<file path="config.mk">
export PLATFORM = sky130hd
export DESIGN_NAME = cla_pipe_add
export DESIGN_NICKNAME = d
export VERILOG_FILES = /design/src/rtl/cla_pipe_add.sv
export SDC_FILE = /design/constraint.sdc
export NUM_CORES = 1
export LEC_CHECK = 0
export ABC_CLOCK_PERIOD_IN_PS = 5200
export CAP_MARGIN = 20
export CELL_PAD_IN_SITES_DETAIL_PLACEMENT = 1
export CELL_PAD_IN_SITES_GLOBAL_PLACEMENT = 1
export CORE_ASPECT_RATIO = 0.5
export CORE_UTILIZATION = 41
export CTS_BUF_LIST = sky130_fd_sc_hd__clkbuf_8 sky130_fd_sc_hd__clkbuf_16
export CTS_CLUSTER_DIAMETER = 50
export DETAILED_ROUTE_END_ITERATION = 12
export GPL_TIMING_DRIVEN = 1
export PLACE_DENSITY = 0.85
export SYNTH_ARGS = -nofsm -noshare
export SYNTH_HDL_FRONTEND = slang
export SYNTH_SLANG_ARGS = --single-unit
</file>
<file path="constraint.sdc">
create_clock -name clk -period 5.2 [get_ports clk]
set_clock_uncertainty 0.1 [all_clocks]
set_input_delay 0.78 -clock clk [delete_from_list [all_inputs] [get_ports clk]]
set_output_delay 0.78 -clock clk [all_outputs]
set_load 0.02 [all_outputs]
</file>
<file path="src/rtl/cla_pipe_add.sv">
// Pipelined carry-lookahead adder/subtractor: one WIDTH/STAGES-bit slice per stage,
// registered carry between slices, valid/ready handshake with bubble collapsing.
module cla_pipe_add #(
  parameter int WIDTH  = 32,
  parameter int STAGES = 4
) (
  input  logic             clk,
  input  logic             rst_n,
  input  logic             in_valid,
  output logic             in_ready,
  input  logic [WIDTH-1:0] a,
  input  logic [WIDTH-1:0] b,
  input  logic             c_in,
  input  logic             op_sub,
  output logic             out_valid,
  input  logic             out_ready,
  output logic [WIDTH-1:0] s,
  output logic             c_out,
  output logic             ovf
);

  localparam int SW = WIDTH / STAGES;

  // Fully expanded lookahead: every carry is a flat OR of generate terms, no ripple chain.
  function automatic logic [SW:0] cla_slice(input logic [SW-1:0] x, input logic [SW-1:0] y,
                                            input logic ci);
    logic [SW-1:0] g;
    logic [SW-1:0] p;
    logic [SW:0]   c;
    logic          t;
    logic          prod;
    g    = x & y;
    p    = x ^ y;
    c    = '0;
    c[0] = ci;
    for (int i = 0; i < SW; i++) begin
      t    = g[i];
      prod = p[i];
      for (int j = i - 1; j >= 0; j--) begin
        t    = t | (prod & g[j]);
        prod = prod & p[j];
      end
      c[i+1] = t | (prod & ci);
    end
    return {c[SW], p ^ c[SW-1:0]};
  endfunction

  logic [STAGES-1:0] r_v;
  logic [WIDTH-1:0]  r_a [STAGES];
  logic [WIDTH-1:0]  r_b [STAGES];
  logic [WIDTH-1:0]  r_s [STAGES];
  logic [STAGES-1:0] r_c;
  logic              r_ovf;

  logic [WIDTH-1:0]  w_ia [STAGES];
  logic [WIDTH-1:0]  w_ib [STAGES];
  logic [WIDTH-1:0]  w_is [STAGES];
  logic [WIDTH-1:0]  w_ns [STAGES];
  logic [SW:0]       w_res [STAGES];
  logic [STAGES-1:0] w_ic;
  logic [STAGES-1:0] w_iv;
  logic [STAGES-1:0] w_adv;
  logic              w_novf;

  // A stage may advance when it is empty or everything downstream of it can move.
  always_comb begin
    logic nxt;
    nxt   = out_ready;
    w_adv = '0;
    for (int k = STAGES - 1; k >= 0; k--) begin
      nxt      = ~r_v[k] | nxt;
      w_adv[k] = nxt;
    end
  end

  always_comb begin
    w_ia[0] = a;
    w_ib[0] = b ^ {WIDTH{op_sub}};
    w_ic[0] = op_sub | c_in;
    w_is[0] = '0;
    w_iv[0] = in_valid;
    for (int k = 1; k < STAGES; k++) begin
      w_ia[k] = r_a[k-1];
      w_ib[k] = r_b[k-1];
      w_ic[k] = r_c[k-1];
      w_is[k] = r_s[k-1];
      w_iv[k] = r_v[k-1];
    end
    for (int k = 0; k < STAGES; k++) begin
      w_res[k]              = cla_slice(w_ia[k][k*SW +: SW], w_ib[k][k*SW +: SW], w_ic[k]);
      w_ns[k]               = w_is[k];
      w_ns[k][k*SW +: SW]   = w_res[k][SW-1:0];
    end
    w_novf = (w_ia[STAGES-1][WIDTH-1] == w_ib[STAGES-1][WIDTH-1]) &&
             (w_ns[STAGES-1][WIDTH-1] != w_ia[STAGES-1][WIDTH-1]);
  end

  always_ff @(posedge clk) begin
    if (!rst_n) begin
      r_v <= '0;
    end else begin
      for (int k = 0; k < STAGES; k++) begin
        if (w_adv[k]) r_v[k] <= w_iv[k];
      end
    end
  end

  // Data only moves with a valid token, so idle operands never disturb the outputs.
  always_ff @(posedge clk) begin
    for (int k = 0; k < STAGES - 1; k++) begin
      if (w_adv[k] && w_iv[k]) begin
        r_a[k] <= w_ia[k];
        r_b[k] <= w_ib[k];
        r_s[k] <= w_ns[k];
        r_c[k] <= w_res[k][SW];
      end
    end
    if (!rst_n) begin
      r_s[STAGES-1] <= '0;
      r_c[STAGES-1] <= 1'b0;
      r_ovf         <= 1'b0;
    end else if (w_adv[STAGES-1] && w_iv[STAGES-1]) begin
      r_s[STAGES-1] <= w_ns[STAGES-1];
      r_c[STAGES-1] <= w_res[STAGES-1][SW];
      r_ovf         <= w_novf;
    end
  end

  assign in_ready  = rst_n & w_adv[0];
  assign out_valid = r_v[STAGES-1];
  assign s         = r_s[STAGES-1];
  assign c_out     = r_c[STAGES-1];
  assign ovf       = r_ovf;

endmodule

</file>
## Yosys cells after proc, flatten, opt, wreduce, memory -nomap -nowiden

Memory sizes are Yosys's and may differ from the RTL's.
Cells that the tools add are included.

- Bits in writable memories: 384
- Word-level logic and storage cells: 454
- Input bits: 70
- Output and inout bits: 36
- Bits in registers: 9
- Memories: 3

- Reduce and logical (&&, ||, !) cells: 5
- Equality and inequality tests: 2
- Mux-type cells: 11
- Bitwise gates (word level): 424

Memories:

| name | depth | width | rd ports | clocked after memory_dff | write ports | line | source |
|---|---|---|---|---|---|---|---|
| r_a | 4 | 32 | 3 | 0 | 3 | 49 | `logic [WIDTH-1:0] r_a [STAGES];` |
| r_b | 4 | 32 | 3 | 0 | 3 | 50 | `logic [WIDTH-1:0] r_b [STAGES];` |
| r_s | 4 | 32 | 4 | 0 | 4 | 51 | `logic [WIDTH-1:0] r_s [STAGES];` |

Operators with widths:

| operator | number |
|---|---|
| 1-bit bitwise AND | 257 |
| 1-bit bitwise OR | 150 |
| 8-bit bitwise XOR | 8 |
| 8-bit bitwise AND | 4 |
| 32-bit two-way mux | 1 |
| 32-bit bitwise XOR | 1 |
| 1-bit two-way mux | 10 |
| 1-bit logical AND | 5 |
| 1-bit inverter | 4 |
| 1-bit == test | 1 |
| 1-bit inequality test | 1 |

## Logic depth before layout (Yosys ltp)

An unclocked memory read counts as a cell.

- Depth after elaboration: 13
- Gate-level depth with buffers: 10
- Gate-level depth less buffers: 8

## Worst setup path after synthesis

No wires, ideal clock.

- Path type: input to register
- Start: input out_ready
- End: memory r_a[1][16], in the netlist r_a[0][48], enable pin
- Stages: 3
- Setup time: 0.531 ns
- Path buffers: 0
- Setup slack: -0.066 ns
- Arrival: 4.636 ns
- Data required time: 4.569 ns
- Cells stage by stage: nand2b_1 -> nor2_1 -> a21boi_0

RTL lines:

| element | line | source |
|---|---|---|
| start: declaration | 16 | `input logic out_ready,` |
| end: declaration | 49 |  |

## Final worst setup path

- Start: input out_ready
- End: output in_ready

- Word-level cells in the longest chain between the ends: 5

Ends and longest elaborated chain:

| element | line | source |
|---|---|---|
| 1-bit bitwise OR (4 in a row) | 71 | `nxt = ~r_v[k] \| nxt;` |
| 1-bit bitwise AND | 129 | `assign in_ready = rst_n & w_adv[0];` |
| end: declaration | 10 | `output logic in_ready,` |

No other way between the ends.

==> run summary <==
======================================================================================
Worst skew pair latency                                                        0.42 ns
Data required time of the critical path                                        4.32 ns
Core area                                                                  16,800 um^2
Worst slack on hold paths                                                     0.316 ns
Worst reg-to-reg path cell count                                                     7
FF-to-FF setup slack                                                           2.64 ns
Crit path arrival time                                                         2.91 ns
Die extent in y                                                                96.0 um
Yosys reg bits                                                                     185
Number of vias per cell                                                           4.82
Number of buffers created by CTS                                                    17
Number of endpoints failing setup at the final stage                                 0
Post-synthesis average cell area                                             17.6 um^2
Final count of hold timing violations                                                0
Area of the mapped netlist                                                   7250 um^2
Final number of max-transition violations                                            0
Remaining number of nets flagged by the antenna check after routing                  0
Endpoint of the lowest-slack register-to-register path                    r_s[2][23]$_DFFE_PP_
Final Worst Setup Slack                                                        1.41 ns
Share of cells above drive strength 1                                            8.78%
Number of remaining DRC errors                                                       0
Post-Synthesis Net Count                                                           518
Fmax                                                                         0.264 GHz
Leftover overflow at the end of global routing                                       0
Measured slew at the worst slew-check pin                                     0.918 ns
Wire length reported by the detailed router                                    15.0 mm
Unique masters post-synth                                                           37
ANT cells                                                                            0
Post-CTS Setup Repair Bufs                                                           0
Iteration-0 DRC Markers                                                            162
Initial core utilization                                                         43.1%
Hold Path Stages                                                                     0
Post-layout net count                                                              640
Via count of the routed design                                                   3,728
Static leakage power                                                           3.30 nW
Pre-CTS setup slack                                                            1.42 ns
Clock root buffer                                                         sky130_fd_sc_hd__clkbuf_16
Final critical delay including setup and external delays                       3.79 ns
Buffers added on ports                                                             105
Result of the run                                                         finished, final reports clean
FP Rows                                                                             33
Crit share post-route                                                            72.9%
Post-route setup TNS                                                              0 ns
Number of standard cells after synthesis                                           412
Number of I/O pins                                                                 106
Warning count from the yosys run                                                     0
Power Dens Cells                                                           360 nW/um^2
DIE WIDTH                                                                       190 um
Most used flip-flop cell after synthesis                                  sky130_fd_sc_hd__edfxtp_1
Relative slew margins                                                            38.8%
Post-DP HPWL                                                                   10.3 mm
Initial DRT Pass Iterations                                                          4
Wire length per cell                                                           19.3 um
Unrepaired setup endpoints after global routing                                  false
CP Class                                                                     in -> out
Initial antenna violation count                                                      0
Wire length of the first global-routing pass                                   22.3 mm
Pin count of the biggest net entering global routing                                42
H-tree lvl count                                                                     4
Die area                                                                   18,200 um^2
Number of gates resized after cts                                                    0
Sequential fraction of the synthesis area                                        75.8%
Reg-to-reg critical path startpoint                                       r_b[0][48]$_DFFE_PP_
Overall Global Routing Usage                                                     17.1%
Class of the tightest hold or removal check                                 reg -> reg
Clock sinks                                                                        185
Clock tree from TritonCTS                                                          yes
Worst voltage drop across the vdd grid                                          269 uV
Via count of the first global-routing pass                                       4,024
Asr flop ratio synth                                                                0%
Worst Hold End                                                            r_a[0][57]$_DFFE_PP_
Total of max-cap violations                                                          0
Kind of start point of the critical path                                     input pin
Weighted congestion reported at the end of routability-driven placement          0.755
Count of hold buffers inserted by post-cts repair                                    0
Maximum buffer depth of the clock tree                                               2
Worst Min Path Start                                                      r_a[0][25]$_DFFE_PP_
Clock Pin Slew Worst Setup and Hold Paths                                      0.07 ns
Crit Path Max Fanout                                                                 6
Number of enable flip-flop cells after synthesis                                   179
Kind of end point of the critical path                                     output port
Synthesis-to-finish area growth                                                  26.7%
======================================================================================
[Yosys cell counts, types with 3 or more instances]
library cell               number  area [um^2]
sky130_fd_sc_hd__a21oi_1       10         50.1
sky130_fd_sc_hd__nand3_1        4         20.0
sky130_fd_sc_hd__a21boi_0       3         22.5
sky130_fd_sc_hd__edfxtp_1     179         5380
sky130_fd_sc_hd__o21a_1         3         22.5
sky130_fd_sc_hd__ha_1          32          400
sky130_fd_sc_hd__nor2_1        19         71.3
sky130_fd_sc_hd__a31oi_1        4         25.0
sky130_fd_sc_hd__a21oi_2        3         26.3
sky130_fd_sc_hd__a21o_1         6         45.0
sky130_fd_sc_hd__buf_2          3         15.0
sky130_fd_sc_hd__nand2_1        7         26.3
sky130_fd_sc_hd__clkbuf_1       3         11.3
sky130_fd_sc_hd__o21bai_1       6         45.0
sky130_fd_sc_hd__xnor2_1       15          131
sky130_fd_sc_hd__o21ai_0        5         25.0
sky130_fd_sc_hd__nor2b_1        4         25.0
sky130_fd_sc_hd__inv_1         11         41.3
sky130_fd_sc_hd__xor2_1        41          359
sky130_fd_sc_hd__and2_1        26          163
sky130_fd_sc_hd__fa_1           4         80.1
sky130_fd_sc_hd__dfxtp_1        6          120
[flip-flops by register name, summed over array words and instances (netlist names)]
signal / cells
ovf: 1
r_s: 80
r_b: 48
r_a: 48
r_c: 4
r_v: 4
[cell usage in the layout (no fill, tap or decap), drive strengths merged, types with 5 or more instances in the layout]
| master | Yosys | final |
|---|---|---|
| and2 | 26 | 26 |
| nor2 | 20 | 20 |
| a21o | 6 | 6 |
| ha | 32 | 32 |
| a21oi | 13 | 13 |
| dfxtp | 6 | 6 |
| nand2 | 7 | 7 |
| inv | 11 | 19 |
| o21ai | 5 | 5 |
| clkbuf | 3 | 17 |
| edfxtp | 179 | 179 |
| o21bai | 6 | 6 |
| xor2 | 41 | 41 |
| clkdlybuf4s50 | 0 | 104 |
| buf | 4 | 6 |
| xnor2 | 15 | 15 |
[worst max path at each step]
stage / start / end / slack [ns] / cells after the start
after floorplan: out_ready / r_a[0][10]$_DFFE_PP_ / 0.65 / 3
after global placement: out_ready / in_ready / 1.54 / 6
after detailed placement: out_ready / in_ready / 1.42 / 6
after CTS: out_ready / in_ready / 1.41 / 6
after global routing: out_ready / in_ready / 1.30 / 6
final: out_ready / in_ready / 1.41 / 6
[stage by stage]
| stage | instances | utilization, % | power [mW] | cell area, um^2 |
|---|---|---|---|---|
| final | 774 | 54.6 | 3.31 | 9180 |
| after global routing | 774 | 54.6 | 3.40 | 9180 |
| after CTS | 773 | 54.5 | 3.33 | 9160 |
| after detailed placement | 741 | 51.2 | 2.11 | 8600 |
| after global placement | 741 | 51.2 | 2.08 | 8600 |
| after floorplan | 412 | - | 1.97 | 7250 |
[worst max-delay path, stage by stage]
cell	delay, ns
sky130_fd_sc_hd__clkdlybuf4s50_1	0.39
sky130_fd_sc_hd__nand2b_1	0.21
sky130_fd_sc_hd__nor2_1	0.58
sky130_fd_sc_hd__nand3_1	0.19
sky130_fd_sc_hd__and2_1	0.20
sky130_fd_sc_hd__clkdlybuf4s50_1	0.55
[routing by layer]
| metal | GRT usage, % | vias up | part of all wire, % |
|---|---|---|---|
| li1 | - | 1766 | - |
| met2 | 31.4 | 75 | 52 |
| met3 | 3.10 | 23 | 2.5 |
| met1 | 19.6 | 1864 | 43 |
| met4 | 8.53 | 0 | 2.6 |
| met5 | 0 | - | 0 |
[cell type report]
class	count	area, um^2
inverters	11	41.3
multi-input cells	209	1710
clock inverters	15	133
fillers	1564	7620
flip-flops and latches	185	5500
well taps	227	284
repair buffers	110	1100
clock buffers	17	425
[kinds of logic (layout without fill, tap and decap cells)]
logic type / count (synthesis) / count (layout) / synth area share [%]
flops: 185 / 185 / 75.8
xor+xnor: 56 / 56 / 6.77
buf+inv: 18 / 153 / 1.09
fa+ha+maj: 36 / 36 / 6.63
simple gates: 69 / 69 / 5.08
compound gates: 48 / 48 / 4.61
[power breakdown]
part	leakage (nW)	internal [mW]	switching, mW
clock network	0.264	0.630	0.594
logic	1.27	0.145	0.156
registers	1.77	1.75	0.0333
total	3.30	2.52	0.784
Note: power is estimated with default switching activity, not from simulation.
